[src/rtl/alu_seq_exec.sv]
// alu_seq_exec: sequential ALU with a valid/ready request/result handshake.
// It decodes {aluop, funct3, funct7b5} and executes one operation at a time.
// Single-cycle operations finish one cycle after accept. Shifts iterate SHIFT_STEP bits per cycle.
// Optional feature: define ALU_SEQ_MUL_EN to execute aluop=11 as an iterative shift-add MUL.
// Without that macro, aluop=11 reports illegal and no multiplier logic is built.
//
// state   | meaning
// --------+------------------------------------------------------------
// S_IDLE  | no work in progress; a finished result may be held (o_out_valid)
// S_SHIFT | iterative shift, r_rem bits still to go
// S_MUL   | iterative multiply, r_cnt multiplier bits still to go
//
// "DONE" is S_IDLE with o_out_valid high. This lets the result drain and a
// new accept happen on the same edge.

module alu_seq_exec #(
    parameter int XLEN       = 32,
    parameter int SHIFT_STEP = 4
) (
    input  logic            clk,
    input  logic            rst,
    input  logic            i_in_valid,
    output logic            o_in_ready,
    input  logic [1:0]      i_aluop,
    input  logic [2:0]      i_funct3,
    input  logic            i_funct7b5,
    input  logic            i_is_rtype,
    input  logic [XLEN-1:0] i_op_a,
    input  logic [XLEN-1:0] i_op_b,
    output logic            o_out_valid,
    input  logic            i_out_ready,
    output logic [XLEN-1:0] o_result,
    output logic            o_zero,
    output logic            o_illegal,
    output logic            o_busy
);

    localparam int            SH_W     = $clog2(XLEN);
    localparam logic [SH_W:0] STEP_MAX = (SH_W+1)'(SHIFT_STEP);

    typedef enum logic [1:0] {
        S_IDLE  = 2'd0,
        S_SHIFT = 2'd1,
        S_MUL   = 2'd2
    } state_t;

    state_t            r_state;
    logic              r_out_valid;
    logic [XLEN-1:0]   r_result;
    logic              r_zero;
    logic              r_illegal;
    logic [XLEN-1:0]   r_acc;
    logic [SH_W:0]     r_rem;
    logic              r_shift_left;
    logic              r_shift_arith;
`ifdef ALU_SEQ_MUL_EN
    logic [XLEN-1:0]   r_mcand;
    logic [XLEN-1:0]   r_mplier;
    logic [SH_W:0]     r_cnt;
    logic [XLEN-1:0]   w_mul_sum;
`endif

    logic              w_accept;
    logic [XLEN-1:0]   w_res;
    logic              w_illegal;
    logic              w_is_shift;
    logic              w_is_mul;
    logic              w_dec_left;
    logic              w_dec_arith;
    logic [SH_W-1:0]   w_shamt;
    logic [SH_W:0]     w_step;
    logic [XLEN-1:0]   w_shifted;

    assign o_in_ready  = (r_state == S_IDLE) && (!r_out_valid || i_out_ready);
    assign w_accept    = i_in_valid && o_in_ready;
    assign w_shamt     = i_op_b[SH_W-1:0];
    assign o_out_valid = r_out_valid;
    assign o_result    = r_result;
    assign o_zero      = r_zero;
    assign o_illegal   = r_illegal;
    assign o_busy      = (r_state != S_IDLE) || r_out_valid;

    // Decode the incoming request and compute every single-cycle result.
    // A shift by zero also finishes here and returns op_a.
    always_comb begin
        w_res       = '0;
        w_illegal   = 1'b0;
        w_is_shift  = 1'b0;
        w_is_mul    = 1'b0;
        w_dec_left  = 1'b0;
        w_dec_arith = 1'b0;
        case (i_aluop)
            2'b00: w_res = i_op_a + i_op_b;
            2'b01: w_res = i_op_a - i_op_b;
            2'b10: begin
                case (i_funct3)
                    3'b000: w_res = (i_is_rtype && i_funct7b5) ? (i_op_a - i_op_b) : (i_op_a + i_op_b);
                    3'b001: begin
                        if (i_funct7b5) begin
                            w_illegal = 1'b1;
                        end else begin
                            w_is_shift = 1'b1;
                            w_dec_left = 1'b1;
                            w_res      = i_op_a;
                        end
                    end
                    3'b010: w_res = {{(XLEN-1){1'b0}}, ($signed(i_op_a) < $signed(i_op_b))};
                    3'b011: w_res = {{(XLEN-1){1'b0}}, (i_op_a < i_op_b)};
                    3'b100: w_res = i_op_a ^ i_op_b;
                    3'b101: begin
                        // For I-type shifts, immediate bits above the shift field must be clear.
                        if (!i_is_rtype && (|i_op_b[XLEN-1:SH_W+1])) begin
                            w_illegal = 1'b1;
                        end else begin
                            w_is_shift  = 1'b1;
                            w_dec_arith = i_funct7b5;
                            w_res       = i_op_a;
                        end
                    end
                    3'b110: w_res = i_op_a | i_op_b;
                    default: w_res = i_op_a & i_op_b;
                endcase
            end
            default: begin
`ifdef ALU_SEQ_MUL_EN
                w_is_mul  = 1'b1;
`else
                w_illegal = 1'b1;
`endif
            end
        endcase
    end

    // One shift iteration: move by min(remaining, SHIFT_STEP).
    // For SRA, the sign of r_acc stays the sign of op_a, so each step refills with that sign bit.
    always_comb begin
        w_step = (r_rem > STEP_MAX) ? STEP_MAX : r_rem;
        if (r_shift_left) begin
            w_shifted = r_acc << w_step;
        end else if (r_shift_arith) begin
            w_shifted = $signed(r_acc) >>> w_step;
        end else begin
            w_shifted = r_acc >> w_step;
        end
    end

`ifdef ALU_SEQ_MUL_EN
    // One shift-add multiply iteration, one multiplier bit per cycle.
    always_comb begin
        w_mul_sum = r_mplier[0] ? (r_acc + r_mcand) : r_acc;
    end
`endif

    // Control FSM. The result, flags and out_valid are all registered here.
    always_ff @(posedge clk or posedge rst) begin
        if (rst) begin
            r_state       <= S_IDLE;
            r_out_valid   <= 1'b0;
            r_result      <= '0;
            r_zero        <= 1'b0;
            r_illegal     <= 1'b0;
            r_acc         <= '0;
            r_rem         <= '0;
            r_shift_left  <= 1'b0;
            r_shift_arith <= 1'b0;
`ifdef ALU_SEQ_MUL_EN
            r_mcand       <= '0;
            r_mplier      <= '0;
            r_cnt         <= '0;
`endif
        end else begin
            case (r_state)
                S_IDLE: begin
                    if (w_accept) begin
                        if (w_is_shift && (w_shamt != '0)) begin
                            r_state       <= S_SHIFT;
                            r_out_valid   <= 1'b0;
                            r_acc         <= i_op_a;
                            r_rem         <= {1'b0, w_shamt};
                            r_shift_left  <= w_dec_left;
                            r_shift_arith <= w_dec_arith;
`ifdef ALU_SEQ_MUL_EN
                        end else if (w_is_mul) begin
                            r_state       <= S_MUL;
                            r_out_valid   <= 1'b0;
                            r_acc         <= '0;
                            r_mcand       <= i_op_a;
                            r_mplier      <= i_op_b;
                            r_cnt         <= (SH_W+1)'(XLEN);
`endif
                        end else begin
                            r_out_valid   <= 1'b1;
                            r_result      <= w_res;
                            r_zero        <= (w_res == '0);
                            r_illegal     <= w_illegal;
                        end
                    end else if (r_out_valid && i_out_ready) begin
                        r_out_valid <= 1'b0;
                    end
                end
                S_SHIFT: begin
                    r_acc <= w_shifted;
                    r_rem <= r_rem - w_step;
                    if (r_rem == w_step) begin
                        r_state     <= S_IDLE;
                        r_out_valid <= 1'b1;
                        r_result    <= w_shifted;
                        r_zero      <= (w_shifted == '0);
                        r_illegal   <= 1'b0;
                    end
                end
`ifdef ALU_SEQ_MUL_EN
                S_MUL: begin
                    r_acc    <= w_mul_sum;
                    r_mcand  <= r_mcand << 1;
                    r_mplier <= r_mplier >> 1;
                    r_cnt    <= r_cnt - 1'b1;
                    if (r_cnt == (SH_W+1)'(1)) begin
                        r_state     <= S_IDLE;
                        r_out_valid <= 1'b1;
                        r_result    <= w_mul_sum;
                        r_zero      <= (w_mul_sum == '0);
                        r_illegal   <= 1'b0;
                    end
                end
`endif
                default: begin
                    r_state <= S_IDLE;
                end
            endcase
        end
    end

endmodule

[config.mk]
export PLATFORM = sky130hd
export DESIGN_NAME = alu_seq_exec
export DESIGN_NICKNAME = d
export VERILOG_FILES = /design/src/rtl/alu_seq_exec.sv
export SDC_FILE = /design/constraint.sdc
export NUM_CORES = 1
export LEC_CHECK = 0
export BUFFER_PORTS_ARGS = -buffer_cell sky130_fd_sc_hd__buf_2
export CAP_MARGIN = 15
export CORE_ASPECT_RATIO = 0.8
export CORE_MARGIN = 4
export CORE_UTILIZATION = 40
export DETAILED_ROUTE_END_ITERATION = 12
export HOLD_SLACK_MARGIN = 0.06
export PLACE_DENSITY = 0.63
export SYNTH_ARGS = -nofsm -noshare
export SYNTH_HDL_FRONTEND = slang
export SYNTH_SLANG_ARGS = --single-unit
export TNS_END_PERCENT = 100
[constraint.sdc]
create_clock -name clk -period 3.1 [get_ports clk]
set_input_delay 0.31 -clock clk [delete_from_list [all_inputs] [get_ports clk]]
set_output_delay 0.31 -clock clk [all_outputs]
set_load 0.05 [all_outputs]
==> results.md <==
* Total vias in the final route at 17.2k
* Routed wire length at 65.2 mm
* R2R depth at 10
* Metal1 wirelength at 28.2 mm
* Asr flop ratio synth at 100%
* WHS Path Cells at 3
* WS Path Type: register to register
* Antenna-violating nets left at 0
* Crit. path cell count at 10
* Critical-path top delay cell: mux4_2
* Standard-cell rows at 58
* DRT iter0 DRCs at 2206
* Detailed-route DRC error count at 0
* IO Port Bufs at 111
* Final number of max-transition violations at 0
* Longest Clk Path Bufs at 2
* Area Overhead vs Synth at 49.6%
* Sink Count at 76
* Critical path capture point type: register
* CTS tree: built
* Syn avg cell area at 7.06 um^2
* Clock Pin Slew Worst Setup and Hold Paths at 0.06 ns
* Leakage at 8.90 nW
* First-pass GRT wire length at 98.2 mm
* Maxcap violations at 0
* Crit share post-route at 108%
* Critical Path, Cell by Cell: nor4_4 -> buf_4 -> and2_4 -> mux4_2 -> mux4_2 -> nor2_4 -> nand2_1 -> or4_4 -> nor4_4 -> a221o_1
* GR Overflow Total at 0
* Via density at 6.15
* Synth unique cells at 95
* Largest net degree at the start of global routing at 58
* Register area share after synthesis at 14.9%
* Worst skew pair latency at 0.34 ns
* Number of H-tree levels at 3
* FMAX at 297 MHz
* Max Used Layer: met4
* Core region area at 31400 um^2
* Crit path time final at 3.36 ns
* Hpwl dp at 51.8 mm
* Final setup violation count at 7
* DIE AREA at 34800 um^2
* Yosys warning total at 0
* Routed length per instance at 23.3 um
* Setup Total Neg Slack at -0.540 ns
* Die height at 168 um
* Worst slack, placed at -0.908 ns
* Required time of the critical path at 3.37 ns
* Slowest stage delay, CP at 0.52 ns
* Final #Nets at 2544
* Syn nets at 1978
* Yosys reg bits at 76
* Met2 routed WL at 27.4 mm
* Worst slew pin tran at 0.677 ns
* DR WL met3 at 7.03 mm
* Buf/Inv on CP at 1
* Failing checks: negative setup slack
* Gate Count Post-Synth at 1804
* Status: finished with violations
* Critical path peak fanout at 3
* Drt pass-1 iters at 6
* Layout cells sized above 1 at 38.7%
* VDD IR max at 0.671 mV
* Final hold violation count at 0
* RSZ-0062 raised after global routing: true
* Vias in the first global route at 16.4k
* Startpoint Class: register
* Starting density of the core at 40.5%
* CTS buffer count at 9
* Finished Layout Cells at 2796
* Hold WC Path Type: primary input to register
* Tot GR Track Use at 35.5%
* Die Width at 207 um
* Io pins at 112
* Slew headroom at 54.5%
* Initial antenna violation count at 1
* Clock Skew at 0.00853 ns
* Synth Flop Type: dfrtp_1
* Final worst slack at -0.263 ns
* Total power at 11.3 mW
* Crit path DAT at 3.64 ns
* Placed insts at 2759
* Post-synth EDFFs at 0
* Root Buffer: clkbuf_16
* GP Congestion at 1.03
* Mapped cell area at 12700 um^2
* CP top delay family: simple AND/OR/NAND/NOR gates
* Pwr dens at 596 nW/um^2
-- power by group --
group          switching, mW  total [mW]  internal (mW)
Clock                  0.446        1.32          0.870
Sequential             0.663        2.03           1.37
Combinational           4.48        8.00           3.52
Total                   5.58        11.3           5.76
-- worst min-delay path, cell delays in order --
cell and delay (ns):
buf_2 0.11, nand2_1 0.05, a21oi_1 0.06
-- final timing paths --
path | from | end | slack [ns]
max | r_rem[2]$_DFFE_PP0P_ | o_zero$_DFFE_PP0P_ | -0.26
min | i_in_valid | o_out_valid$_DFFE_PP0P_ | 0.23
max reg2reg | r_rem[2]$_DFFE_PP0P_ | o_zero$_DFFE_PP0P_ | -0.26
min reg2reg | o_result[6]$_DFFE_PP0P_ | o_result[6]$_DFFE_PP0P_ | 0.47
max in group asynchronous | rst | r_state[0]$_DFFE_PP0P_ | 1.62
min in group asynchronous | rst | r_acc[26]$_DFFE_PP0P_ | 0.57
-- metal layers --
layer,track usage (%),vias to the layer above
li1,-,7802
met1,51.1,8200
met2,52.7,1065
met3,7.89,134
met4,11.5,0
met5,0,-
-- per-stage QoR --
stage	util [%]	area, um^2	hold WS, ns
detailed placement	56.2	17600	0.406
finish	60.6	19100	0.227
global route	60.6	19100	0.232
floorplan	-	12800	0.443
CTS	59.0	18500	0.215
global placement	56.2	17600	0.406
-- logic make-up after synthesis --
| group | after synthesis | synth area share (%) |
|---|---|---|
| compound gates | 637 | 34.2 |
| xor+xnor | 21 | 1.44 |
| mux | 72 | 7.55 |
| buf+inv | 265 | 8.27 |
| other cells | 1 | 0.0295 |
| simple gates | 633 | 23.7 |
| flops | 76 | 14.9 |
| fa+ha+maj | 99 | 9.85 |
-- layout by cell type (no fill, tap or decap), drive strengths merged, types with 13 or more instances in the layout --
master,instances
nand3,56
a211oi,32
buf,702
nand2b,13
ha,97
a22o,20
a21oi,126
nor4,30
a21o,25
mux4,18
nor2b,25
xnor2,16
a221o,15
dfrtp,76
and3,20
o31ai,18
o211ai,38
nor2,159
nor3,34
o221ai,13
nand4,19
o21ai,142
mux2i,42
o22ai,20
a22oi,38
a31oi,25
and2,18
nand2,211
inv,110
-- sequential cells by signal, summed over array words and instances (netlist names) --
| name | flops |
|---|---|
| r_shift_left | 1 |
| r_state | 1 |
| o_out_valid | 1 |
| r_rem | 6 |
| r_shift_arith | 1 |
| o_zero | 1 |
| o_illegal | 1 |
| r_acc | 32 |
| o_result | 32 |
-- cells in the mapped netlist (all sizes together), types with 38 or more instances --
master  count  area (um^2)
o211ai     38          290
o21ai     142          711
a21oi     126          634
buf        53          257
clkbuf     95          358
nand3      56          280
mux2i      42          420
nand2     211          795
inv       112          420
a22oi      38          285
ha         97         1210
dfrtp      76         1900
nor2      159          604
-- final cells by class --
type	count	area, um^2
repair buffers	703	5150
well taps	420	526
inverters	117	447
clock inverters	6	136
clock buffers	10	229
flip-flops and latches	76	1910
multi-input cells	1463	10700
diodes	1	2.50
fillers	2894	12400
-- timing repair --
item / in CTS / in global routing
pin swaps: 40 / 41
setup endpoints to repair: 13 / 19
gates resized for setup: 94 / 106
hold buffers: 1 / 0
endpoints found under the hold margin: 33 / 0
buffers inserted: 10 / 12
gates cloned: 0 / 0
No activity file was read; power rests on OpenSTA's default activity.
